[src/rtl/uart_tx_fifo.sv]
// Buffered 8N1 UART transmitter. Write strobes go into a small FIFO, and each byte is sent LSB first on tx.
// A write at edge E0 into an idle block drives the start bit from E1. Writes into a full FIFO are dropped and raise a one-cycle overflow flag.
module uart_tx_fifo #(
    parameter int CLKS_PER_BIT = 16,
    parameter int FIFO_DEPTH   = 4,
    parameter bit PARITY_EN    = 1'b0,
    parameter bit PARITY_ODD   = 1'b0
) (
    input  logic       clk,
    input  logic       rst,
    input  logic       wrsig,
    input  logic [7:0] datain,
    output logic       tx,
    output logic       busy,
    output logic       full,
    output logic       overflow
);
    localparam int AW = $clog2(FIFO_DEPTH);
    localparam int CW = (CLKS_PER_BIT > 2) ? $clog2(CLKS_PER_BIT) : 1;
    localparam logic [CW-1:0] CLK_LAST = CW'(CLKS_PER_BIT - 1);
    localparam logic [AW:0]   CNT_FULL = (AW + 1)'(FIFO_DEPTH);

    localparam logic [2:0] ST_IDLE   = 3'd0;
    localparam logic [2:0] ST_START  = 3'd1;
    localparam logic [2:0] ST_DATA   = 3'd2;
    localparam logic [2:0] ST_PARITY = 3'd3;
    localparam logic [2:0] ST_STOP   = 3'd4;

    logic [7:0]    mem [FIFO_DEPTH];
    logic [AW-1:0] wr_ptr;
    logic [AW-1:0] rd_ptr;
    logic [AW:0]   count;
    logic [2:0]    state;
    logic [CW-1:0] clk_cnt;
    logic [2:0]    bit_cnt;
    logic [7:0]    shift;
    logic          parity;
    logic          bit_end;
    logic          push;
    logic          pop;
    logic [7:0]    head;

    assign head    = mem[rd_ptr];
    assign bit_end = (clk_cnt == CLK_LAST);
    assign full    = (count == CNT_FULL);
    assign busy    = (state != ST_IDLE) || (count != '0);
    // Full is judged before any pop, so a write that arrives with a pop in the same cycle into a full FIFO is still lost.
    assign push    = wrsig && !full;
    assign pop     = (count != '0) && ((state == ST_IDLE) || ((state == ST_STOP) && bit_end));

    always_ff @(posedge clk) begin
        if (push) begin
            mem[wr_ptr] <= datain;
        end
    end

    always_ff @(posedge clk or posedge rst) begin
        if (rst) begin
            wr_ptr   <= '0;
            rd_ptr   <= '0;
            count    <= '0;
            overflow <= 1'b0;
        end else begin
            overflow <= wrsig && full;
            if (push) begin
                wr_ptr <= wr_ptr + 1'b1;
            end
            if (pop) begin
                rd_ptr <= rd_ptr + 1'b1;
            end
            count <= count + (AW + 1)'(push) - (AW + 1)'(pop);
        end
    end

    always_ff @(posedge clk or posedge rst) begin
        if (rst) begin
            state   <= ST_IDLE;
            tx      <= 1'b1;
            clk_cnt <= '0;
            bit_cnt <= '0;
            shift   <= '0;
            parity  <= 1'b0;
        end else begin
            case (state)
                ST_IDLE: begin
                    if (pop) begin
                        state   <= ST_START;
                        tx      <= 1'b0;
                        shift   <= head;
                        parity  <= (^head) ^ PARITY_ODD;
                        clk_cnt <= '0;
                        bit_cnt <= '0;
                    end
                end
                ST_START: begin
                    if (bit_end) begin
                        state   <= ST_DATA;
                        tx      <= shift[0];
                        clk_cnt <= '0;
                    end else begin
                        clk_cnt <= clk_cnt + 1'b1;
                    end
                end
                ST_DATA: begin
                    if (bit_end) begin
                        clk_cnt <= '0;
                        bit_cnt <= bit_cnt + 1'b1;
                        shift   <= shift >> 1;
                        if (bit_cnt == 3'd7) begin
                            if (PARITY_EN) begin
                                state <= ST_PARITY;
                                tx    <= parity;
                            end else begin
                                state <= ST_STOP;
                                tx    <= 1'b1;
                            end
                        end else begin
                            tx <= shift[1];
                        end
                    end else begin
                        clk_cnt <= clk_cnt + 1'b1;
                    end
                end
                ST_PARITY: begin
                    if (bit_end) begin
                        state   <= ST_STOP;
                        tx      <= 1'b1;
                        clk_cnt <= '0;
                    end else begin
                        clk_cnt <= clk_cnt + 1'b1;
                    end
                end
                ST_STOP: begin
                    if (bit_end) begin
                        clk_cnt <= '0;
                        // Chain straight into the next start bit so queued bytes leave with no idle gap.
                        if (pop) begin
                            state   <= ST_START;
                            tx      <= 1'b0;
                            shift   <= head;
                            parity  <= (^head) ^ PARITY_ODD;
                            bit_cnt <= '0;
                        end else begin
                            state <= ST_IDLE;
                            tx    <= 1'b1;
                        end
                    end else begin
                        clk_cnt <= clk_cnt + 1'b1;
                    end
                end
                default: begin
                    state <= ST_IDLE;
                    tx    <= 1'b1;
                end
            endcase
        end
    end
endmodule

[config.mk]
export PLATFORM = sky130hd
export DESIGN_NAME = uart_tx_fifo
export DESIGN_NICKNAME = d
export VERILOG_FILES = /design/src/rtl/uart_tx_fifo.sv
export SDC_FILE = /design/constraint.sdc
export NUM_CORES = 1
export LEC_CHECK = 0
export CORE_AREA = 5 5 78 80
export DETAILED_ROUTE_END_ITERATION = 7
export DIE_AREA = 0 0 83 85
export PLACE_DENSITY = 0.73
export RECOVER_POWER = 25
export SLEW_MARGIN = 10
export SYNTH_ARGS = -nofsm -noshare
export SYNTH_HDL_FRONTEND = slang
export SYNTH_SLANG_ARGS = --single-unit
[constraint.sdc]
create_clock -name clk -period 2.7 [get_ports clk]
set_clock_uncertainty 0.15 [all_clocks]
set_input_delay 0.54 -clock clk [delete_from_list [all_inputs] [get_ports clk]]
set_output_delay 0.54 -clock clk [all_outputs]
set_load 0.1 [all_outputs]
== Word-level counts from Yosys, hierarchy flattened ==
Memories as Yosys holds them, arrays and structs flattened.
Index checks and enable logic that the tools add are counted.
Cells by class
  add/sub/neg operators: 6
  $mul: 0
  divide/modulo/power cells: 0
  $lt $le $gt $ge: 0
  eq/ne operators: 13
  shift-type cells: 0
  mux-type cells: 29
  bitwise gates (word level): 0
  reduce and logical (&&, ||, !) cells: 17
Operators by type and width (count)
  3-bit 2-to-1 mux: 9
  8-bit 2-to-1 mux: 3
  8-bit one-hot mux with 3 select lines: 1
  3-bit one-hot mux with 5 select lines: 1
  2-bit != test, second input constant: 6
  1-bit 2-to-1 mux: 10
  3-bit equality test, second input constant: 3
  3-bit one-hot mux with 3 select lines: 1
  3-bit nonzero test: 3
  4-bit 2-to-1 mux: 2
  4-bit one-hot mux with 2 select lines: 1
  3-bit by 2-bit equality test with 1-bit output, second input constant: 2
  6-bit AND reduction: 1
  1-bit one-hot mux with 5 select lines: 1
  5-bit AND reduction: 1
  2-bit by 1-bit adder with 2-bit output, second input constant: 2
  4-bit by 1-bit adder with 4-bit output, second input constant: 1
  4-bit equality test, second input constant: 1
  1-bit logical AND: 4
  4-bit OR reduction: 1
  3-bit by 1-bit adder with 3-bit output: 1
  3-bit by 1-bit adder with 3-bit output, second input constant: 1
  3-bit by 1-bit equality test with 1-bit output, second input constant: 1
  3-bit zero test: 1
  6 further kinds: 7
Word-level totals
  bits in registers: 27
  bits in latches: 0
  bits in writable memories: 32
  ROM bits: 0
  input bits: 11
  output and inout port bits: 4
  word-level logic and storage cells: 75
  memories kept: 1
Memories
  mem: depth 4, width 8, read ports 1, clocked after memory_dff 0, write ports 1, RTL line 29  | logic [7:0] mem [FIFO_DEPTH];

== Longest topological paths before layout ==
Gate-level depths: netlist (run 1).
  depth after elaboration: 7
  gate-level depth with buffers: 11
  mapped depth without buffers: 11

== Worst setup path after synthesis (run 1) ==
OpenSTA, ideal clock, no wires.
  path type: register to register
  from: register state[0]
  to: register count[2]
  library setup time: 0.127 ns
  data arrival time: 2.238 ns
  data required time: 2.423 ns
  path slack: 0.185 ns
  cell stages (with the launch flop): 12
  buffers on the path: 2
  cell sequence: dfrtp_1 > buf_4 > or2_2 > buf_4 > a211oi_4 > ha_1 > inv_1 > ha_1 > inv_1 > fa_1 > xnor2_1 > xnor2_1
Between the ends
  cells in the longest elaborated chain, start to end: 5
RTL lines
  start: declaration: RTL line 33  | logic [2:0] state;
  start signal: assignment: RTL line 77  | state <= ST_IDLE;
  start signal: assignment: RTL line 87  | state <= ST_START;
  start signal: assignment: RTL line 97  | state <= ST_DATA;
  3-bit equality test: RTL line 49  | assign pop = (count != '0) && ((state == ST_IDLE) || ((state == ST_STOP) && bit_end));
  1-bit logical AND: RTL line 49
  1-bit logical OR (*): RTL line 49
  1-bit logical AND (*): RTL line 49
  via pop: RTL line 40  | logic pop;
  3-bit by 1-bit subtractor with 3-bit output (*): RTL line 71  | count <= count + (AW + 1)'(push) - (AW + 1)'(pop);
  end signal: assignment: RTL line 71
  end: declaration: RTL line 32  | logic [AW:0] count;
Mark *: on every way through the listed nets, which the timed path passes. The rest lies on a longest branch.
A chain may end at the register's enable or synchronous reset.

== Worst setup path in the final report (run 1) ==
  from: register clk_cnt[1]
  to: register count[2]
Between the ends
  cells in the longest elaborated chain, start to end: 5
RTL lines
  start: declaration: RTL line 34  | logic [CW-1:0] clk_cnt;
  start signal: assignment: RTL line 101  | clk_cnt <= clk_cnt + 1'b1;
  start signal: assignment: RTL line 121  | clk_cnt <= clk_cnt + 1'b1;
  start signal: assignment: RTL line 130  | clk_cnt <= clk_cnt + 1'b1;
  4-bit equality test: RTL line 44  | assign bit_end = (clk_cnt == CLK_LAST);
  1-bit logical AND: RTL line 49
  1-bit logical OR: RTL line 49
  1-bit logical AND: RTL line 49
  via pop: RTL line 40
  3-bit by 1-bit subtractor with 3-bit output: RTL line 71
The timed path passes the listed nets, and every way through them passes these cells.

==> flow_metrics.py, run 1 <==
metrics = {
    "critical_path": {
        "critPathLaunchType": "register",
        "crit_required_ps": 2770,
        "rrSetupSlack_ps": 150,
        "path_class": "register to register",
        "crit_fanout": 5,
        "arrival_ps": 2620,
        "endpoint_kind": "register",
    },
    "clocking": {
        "cts_buffers": 9,
        "ctsHoldBuffers": 0,
        "cts_sinks": 59,
        "cts_buffer_depth": 2,
        "cts_resized": 0,
        "htree_levels": 3,
        "post_cts_buffers": 0,
        "cts_tree": "done",
        "clk_latency_ps": 340,
        "cts.clk_slew.worst_paths_ps": 70,
        "cts-root-buf": "clkbuf_8",
    },
    "die": {
        "core_region_area_sq_um": 5340,
        "die_h_microns": 85,
        "ioPinCount": 15,
        "dieWidth_microns": 83,
        "design.die.area_sq_um": 7060,
        "rows": 27,
        "start_util_pct": 50.5,
    },
    "synth": {
        "ys_dominant_reg_cell": "edfxtp_1",
        "syn_avg_cell_area_sq_um": 15.2,
        "syn-num-nets": 198,
        "ys_types": 42,
        "synth_warnings": 0,
        "synth_edf_count": 32,
        "seq_area_frac_synth_pct": 60.7,
        "synth.top_cell.area_share_pct": 35.6,
        "synthCells": 177,
        "syn_area_sq_um": 2700,
        "synth.area.top_cells": "edfxtp_1, dfrtp_1, mux2_2",
        "ys_seq_elements": 59,
        "synthArstFlopShare_pct": 45.8,
        "yosysTopAreaCell": "edfxtp_1",
    },
    "place": {
        "dpl.hpwl_microns": 3090,
        "io_buffer_count": 14,
        "dp_slack_ps": 34.9,
        "place_congestion": 0.808,
    },
    "job": {
        "max-cap-violations": 0,
    },
    "sta": {
        "setup_ws_ps": 147,
        "fin_crit_ps": 2550,
        "rsz0062_at_grt": "no",
        "finalSetupViolCount": 0,
        "min_period_over_period_pct": 94.5,
        "slew_violations": 0,
        "slew_headroom_pct": 61.3,
        "max_clock_freq_mhz": 392,
        "tns_ps": 0,
        "hold_viol_final": 0,
        "worst_pin_slew_ps": 580,
    },
    "cells_and_area": {
        "syn_to_final_growth_pct": 15.7,
        "final_cell_mix": "edfxtp_1, dfrtp_1, mux2_2, inv_1, buf_4",
        "register_area_sq_um": 1640,
        "fin_nets": 223,
        "multi_input_area_sq_um": 963,
        "antenna_cells": 0,
        "layout_commonest_cell": "edfxtp_1",
        "fill_cells": 435,
        "drive_above_1_share_pct": 29.0,
    },
    "detailed_routing": {
        "vias": 1538,
        "ant_nets": 0,
        "dr.pass1.iters": 4,
        "totalWireLength_microns": 4450,
        "drtIter0Drc": 50,
        "drc": 0,
        "viasPerCell": 5.51,
        "wl_per_cell_microns": 15.9,
    },
    "global_route": {
        "track_usage_pct": 14.7,
        "grt_pass1_wl_microns": 7880,
        "grt_pass1_vias": 1626,
        "antenna_found_initial": 0,
        "grt_start_max_net_pins": 17,
        "grt_overflow_total": 0,
    },
    "power_and_ir_drop": {
        "p_per_area_nw_per_um2": 1140,
        "p_leak_nw": 1.25,
        "peakVddDrop_v": 0.000716,
    },
    "outcome": {
        "outcome": "finished, final reports clean",
    },
    "hold_path": {
        "hp-class": "register to register",
    },
}
path summary, 6_finish.rpt:
path                                  from          to  cells past startpoint
min in group asynchronous              rst  clk_cnt[3]                      2
worst min register to register    shift[5]    shift[5]                      1
worst max-delay path            clk_cnt[1]    count[2]                     10
max in group asynchronous              rst   rd_ptr[1]                      3
worst min-delay path              shift[5]    shift[5]                      1
worst max register to register  clk_cnt[1]    count[2]                     10
where the power goes:
| group | switching [mW] | leakage [nW] | internal, mW |
|---|---|---|---|
| clock | 0.380 | 0.101 | 0.440 |
| combinational | 0.636 | 0.532 | 0.613 |
| sequential | 0.252 | 0.621 | 1.25 |
final cells by class:
cell class	count	area share, %
sequential	59	52.5
timing repair buffer	21	5.85
inverter	11	1.32
clock inverter	7	2.61
clock buffer	9	3.97
tap	72	2.89
multi-input combinational	100	30.9
synthesized netlist by cell type, types with 2 or more instances:
| library cell | count |
|---|---|
| buf_6 | 2 |
| and2_1 | 2 |
| ha_1 | 9 |
| a21oi_1 | 7 |
| mux4_2 | 8 |
| xnor2_1 | 5 |
| inv_1 | 11 |
| and3_1 | 7 |
| mux2_2 | 16 |
| nand2_1 | 9 |
| buf_4 | 4 |
| edfxtp_1 | 32 |
| mux2i_1 | 2 |
| nor2_1 | 6 |
| dfrtp_1 | 26 |
| nor4_1 | 2 |
| o21ai_0 | 4 |
logic make-up (layout without fill, tap and decap cells):
family / Yosys count / count (layout) / share of synthesized area (%)
muxes: 27 / 27 / 15.1
buffers and inverters: 18 / 48 / 3.66
adders and majority gates: 10 / 10 / 4.92
xor gates and xnor gates: 6 / 6 / 1.95
AOI/OAI and AO/OA: 21 / 21 / 5.71
and+or+nand+nor: 36 / 36 / 7.98
DFF: 59 / 59 / 60.7
per-layer routing:
metal	up-vias	share of wire, %	wire (microns)	track usage, %
li1	709	-	-	-
met1	781	42	1880	16.9
met2	39	52	2320	24.6
met3	9	4.0	177	5.24
met4	0	1.7	74	6.69
met5	-	0	0	0
registers in the layout (all words and copies together) (netlist names):
signal    flops
count         3
shift         8
clk_cnt       4
wr_ptr        2
overflow      1
state         3
mem          32
tx            1
rd_ptr        2
bit_cnt       3
worst max-delay path: stages (launching register included):
cell      delay [ps]
dfrtp_1          420
ha_2             280
nand3_4          100
a211oi_4         330
ha_1             280
inv_1             60
ha_1             140
inv_1             50
fa_1             370
xnor2_1          150
xnor2_1          130
stage by stage:
stage | total power, mW | cells | util (%) | instance area [sq um] | hold slack, ps
after detailed placement | 2.77 | 263 | 54.6 | 2910 | 354
after floorplan | 2.51 | 177 | - | 2700 | 324
after global placement | 2.68 | 263 | 54.6 | 2910 | 331
final | 3.57 | 279 | 58.5 | 3120 | 365
after CTS | 3.60 | 279 | 58.4 | 3120 | 353
after global routing | 3.81 | 279 | 58.5 | 3120 | 373
(Power assumes the default switching activity.)
==> run 2: changes to the inputs <==
--- a/config.mk
+++ b/config.mk
@@ -5,10 +5,12 @@
 export SDC_FILE = /design/constraint.sdc
 export NUM_CORES = 1
 export LEC_CHECK = 0
-export CORE_AREA = 5 5 78 80
+export CELL_PAD_IN_SITES_DETAIL_PLACEMENT = 1
+export CELL_PAD_IN_SITES_GLOBAL_PLACEMENT = 2
+export CORE_AREA = 5 5 124 67
 export DETAILED_ROUTE_END_ITERATION = 7
-export DIE_AREA = 0 0 83 85
-export PLACE_DENSITY = 0.73
+export DIE_AREA = 0 0 129 72
+export PLACE_DENSITY_LB_ADDON = 0.1
 export RECOVER_POWER = 25
 export SLEW_MARGIN = 10
 export SYNTH_ARGS = -nofsm -noshare
==> run 2 against run 1 <==
  * The run now ends with max-capacitance violations, max-slew violations left
  * Global-route usage decreased by 1.1 points
  * Flip-flop and latch count is the same
  * Power is 8.3% higher
  * Combinational power increased by 6%
  * Critical path type unchanged
  * Critical endpoint unchanged
  * Worst setup slack worse by 5.8 ps
  * Fmax is 0.23% lower
  * Sequential power is essentially flat
  * Cell area up 4.3%
==> flow_metrics.py, run 2 (same netlist as run 1, synthesis figures left out) <==
metrics = {
    "outcome": {
        "outcome": "finished, violations left",
        "violations": "max-capacitance violations, max-slew violations",
    },
    "critical_path": {
        "crit_fanout": 5,
        "path_class": "register to register",
        "rrSetupSlack_ps": 140,
        "max_stage_delay_ps": 410,
        "critPathLaunchType": "register",
        "rr_startpoint": "clk_cnt[0]",
        "crit_required_ps": 2740,
        "path_buf_inv": 2,
        "endpoint_kind": "register",
        "reg2reg_to": "count[2]",
        "critical_path.top_delay_family": "adder cells",
        "slowest_stage": "dfrtp_1",
        "arrival_ps": 2600,
        "critical_path_depth": 10,
        "r2r_cells": 10,
        "crit_chain": "ha_2, nand3_4, a211oi_4, ha_1, inv_1, ha_1, inv_1, fa_1, xnor2_1, xnor2_1",
    },
    "place": {
        "place_congestion": 0.752,
        "io_buffer_count": 14,
        "dpl.hpwl_microns": 4020,
        "place_area_sq_um": 2990,
        "dp_cells": 291,
        "dp_slack_ps": -17.4,
    },
    "sta": {
        "min_period_over_period_pct": 94.8,
        "setup_ws_ps": 141,
        "fin_crit_ps": 2560,
        "rsz0062_at_grt": "no",
        "max_clock_freq_mhz": 391,
        "hold_viol_final": 0,
        "finalSetupViolCount": 0,
        "slew_headroom_pct": -1.02,
        "worst_pin_slew_ps": 1520,
        "slew_violations": 28,
        "hold_ws_ps": 347,
    },
    "cells_and_area": {
        "fin_nets": 227,
        "stdcell_area_sq_um": 3250,
        "regMostFlops": "mem",
        "final_cell_mix": "edfxtp_1, dfrtp_1, mux2_2, buf_4, inv_1",
        "largestRegisters": "mem x32, shift x8, clk_cnt x4",
        "syn_to_final_growth_pct": 20.6,
        "layout_commonest_cell": "edfxtp_1",
        "largest_reg_flops": 32,
        "drive_above_1_share_pct": 29.9,
        "antenna_cells": 0,
        "instances_no_fill": 307,
    },
    "detailed_routing": {
        "ant_nets": 0,
        "vias": 1535,
        "totalWireLength_microns": 5510,
        "wl_per_cell_microns": 17.9,
        "drtIter0Drc": 70,
        "viasPerCell": 5.00,
        "drc": 0,
        "dr.pass1.iters": 4,
    },
    "global_route": {
        "grt_overflow_total": 0,
        "grt_pass1_vias": 1713,
        "antenna_found_initial": 0,
        "grt_pass1_wl_microns": 9320,
        "track_usage_pct": 13.5,
        "grt_start_max_net_pins": 28,
    },
    "clocking": {
        "cts-root-buf": "clkbuf_16",
        "cts.clk_slew.worst_paths_ps": 50,
        "cts_sinks": 59,
        "cts_buffer_depth": 2,
        "cts_buffers": 9,
        "post_cts_buffers": 0,
        "clk_latency_ps": 320,
        "htree_levels": 3,
        "cts_tree": "done",
    },
    "die": {
        "die_h_microns": 72,
        "design.die.area_sq_um": 9290,
        "rows": 22,
        "ioPinCount": 15,
        "dieWidth_microns": 129,
        "start_util_pct": 38.0,
        "core_region_area_sq_um": 7100,
    },
    "power_and_ir_drop": {
        "pwr-share-comb_pct": 34.5,
        "peakVddDrop_v": 0.000510,
        "netSwitchingFraction_pct": 34.7,
        "p_sw_mw": 1.34,
        "p_leak_nw": 1.31,
        "p_per_area_nw_per_um2": 1190,
        "intPower_mw": 2.52,
        "p_seq_share_pct": 39.1,
        "power_frac_clock_pct": 26.4,
        "finalPower_mw": 3.86,
    },
    "hold_path": {
        "hold_path_end": "shift[0]",
        "hold_depth": 1,
        "holdCritStartpoint": "shift[0]",
        "hp-class": "register to register",
    },
    "job": {
        "max-cap-violations": 1,
    },
}
==> run 2: cell count changes in the layout (fill, tap and decap cells not counted), sizes merged <==
cell,previous run,this run
clkinv,1,6
clkdlybuf4s50,4,8
dlygate4sd3,6,2
inv,15,11
buf,11,14
bufinv,1,0
clkbuf,9,10
==> run 2: final cells by class <==
cell class                 instances  area, sq um
fill                             720         3850
sequential                        59         1640
multi-input combinational        100          963
clock buffer                       9          225
timing repair buffer              25          221
tap                               96          120
clock inverter                     7         45.0
inverter                          11         41.3
==> run 2: how the worst max path moves through the flow <==
stage,startpoint,to,slack (ps)
2_1_floorplan,state[0],count[2],190
3_3_place_gp,wrsig,count[2],100
3_5_place_dp,wrsig,count[2],-20
4_1_cts,clk_cnt[0],count[2],40
5_1_grt,clk_cnt[0],count[2],0.4
6_report,clk_cnt[0],count[2],140
==> run 2: timing repair <==
action | in CTS | in global routing
hold buffers | 0 | 0
endpoints found under the setup margin | 0 | 1
resized for setup | 0 | 1
==> run 2: worst register-to-register path, stage by stage (launching register included) <==
cell	delay [ps]
dfrtp_1	410
ha_2	270
nand3_4	100
a211oi_4	310
ha_1	290
inv_1	60
ha_1	140
inv_1	50
fa_1	380
xnor2_1	150
xnor2_1	140
==> run 2: per-layer routing <==
metal  part of all wire (%)  global-route usage, %  routed length, microns  vias to the layer above
li1                       -                      -                       -                      717
met1                     50                   19.0                    2730                      791
met2                     45                   19.2                    2460                       20
met3                    3.7                   3.97                     206                        7
met4                    2.1                   6.64                     113                        0
met5                      0                      0                       0                        -
==> run 2: power by group through the flow <==
stage                     sequential (mW)  combinational (mW)  clock, mW
after floorplan                      1.47                1.04          0
final                                1.51                1.33       1.02
after global placement               1.51                1.29          0
after global routing                 1.55                1.47       1.09
after CTS                            1.52                1.36       1.04
after detailed placement             1.53                1.35          0
==> run 2: stage by stage <==
| stage | TNS (ps) | utilization [%] |
|---|---|---|
| 2_1_floorplan | 0 | - |
| 3_3_place_gp | 0 | 42.0 |
| 3_5_place_dp | -17.4 | 42.0 |
| 4_1_cts | 0 | 45.8 |
| 5_1_grt | 0 | 45.8 |
| 6_report | 0 | 45.8 |
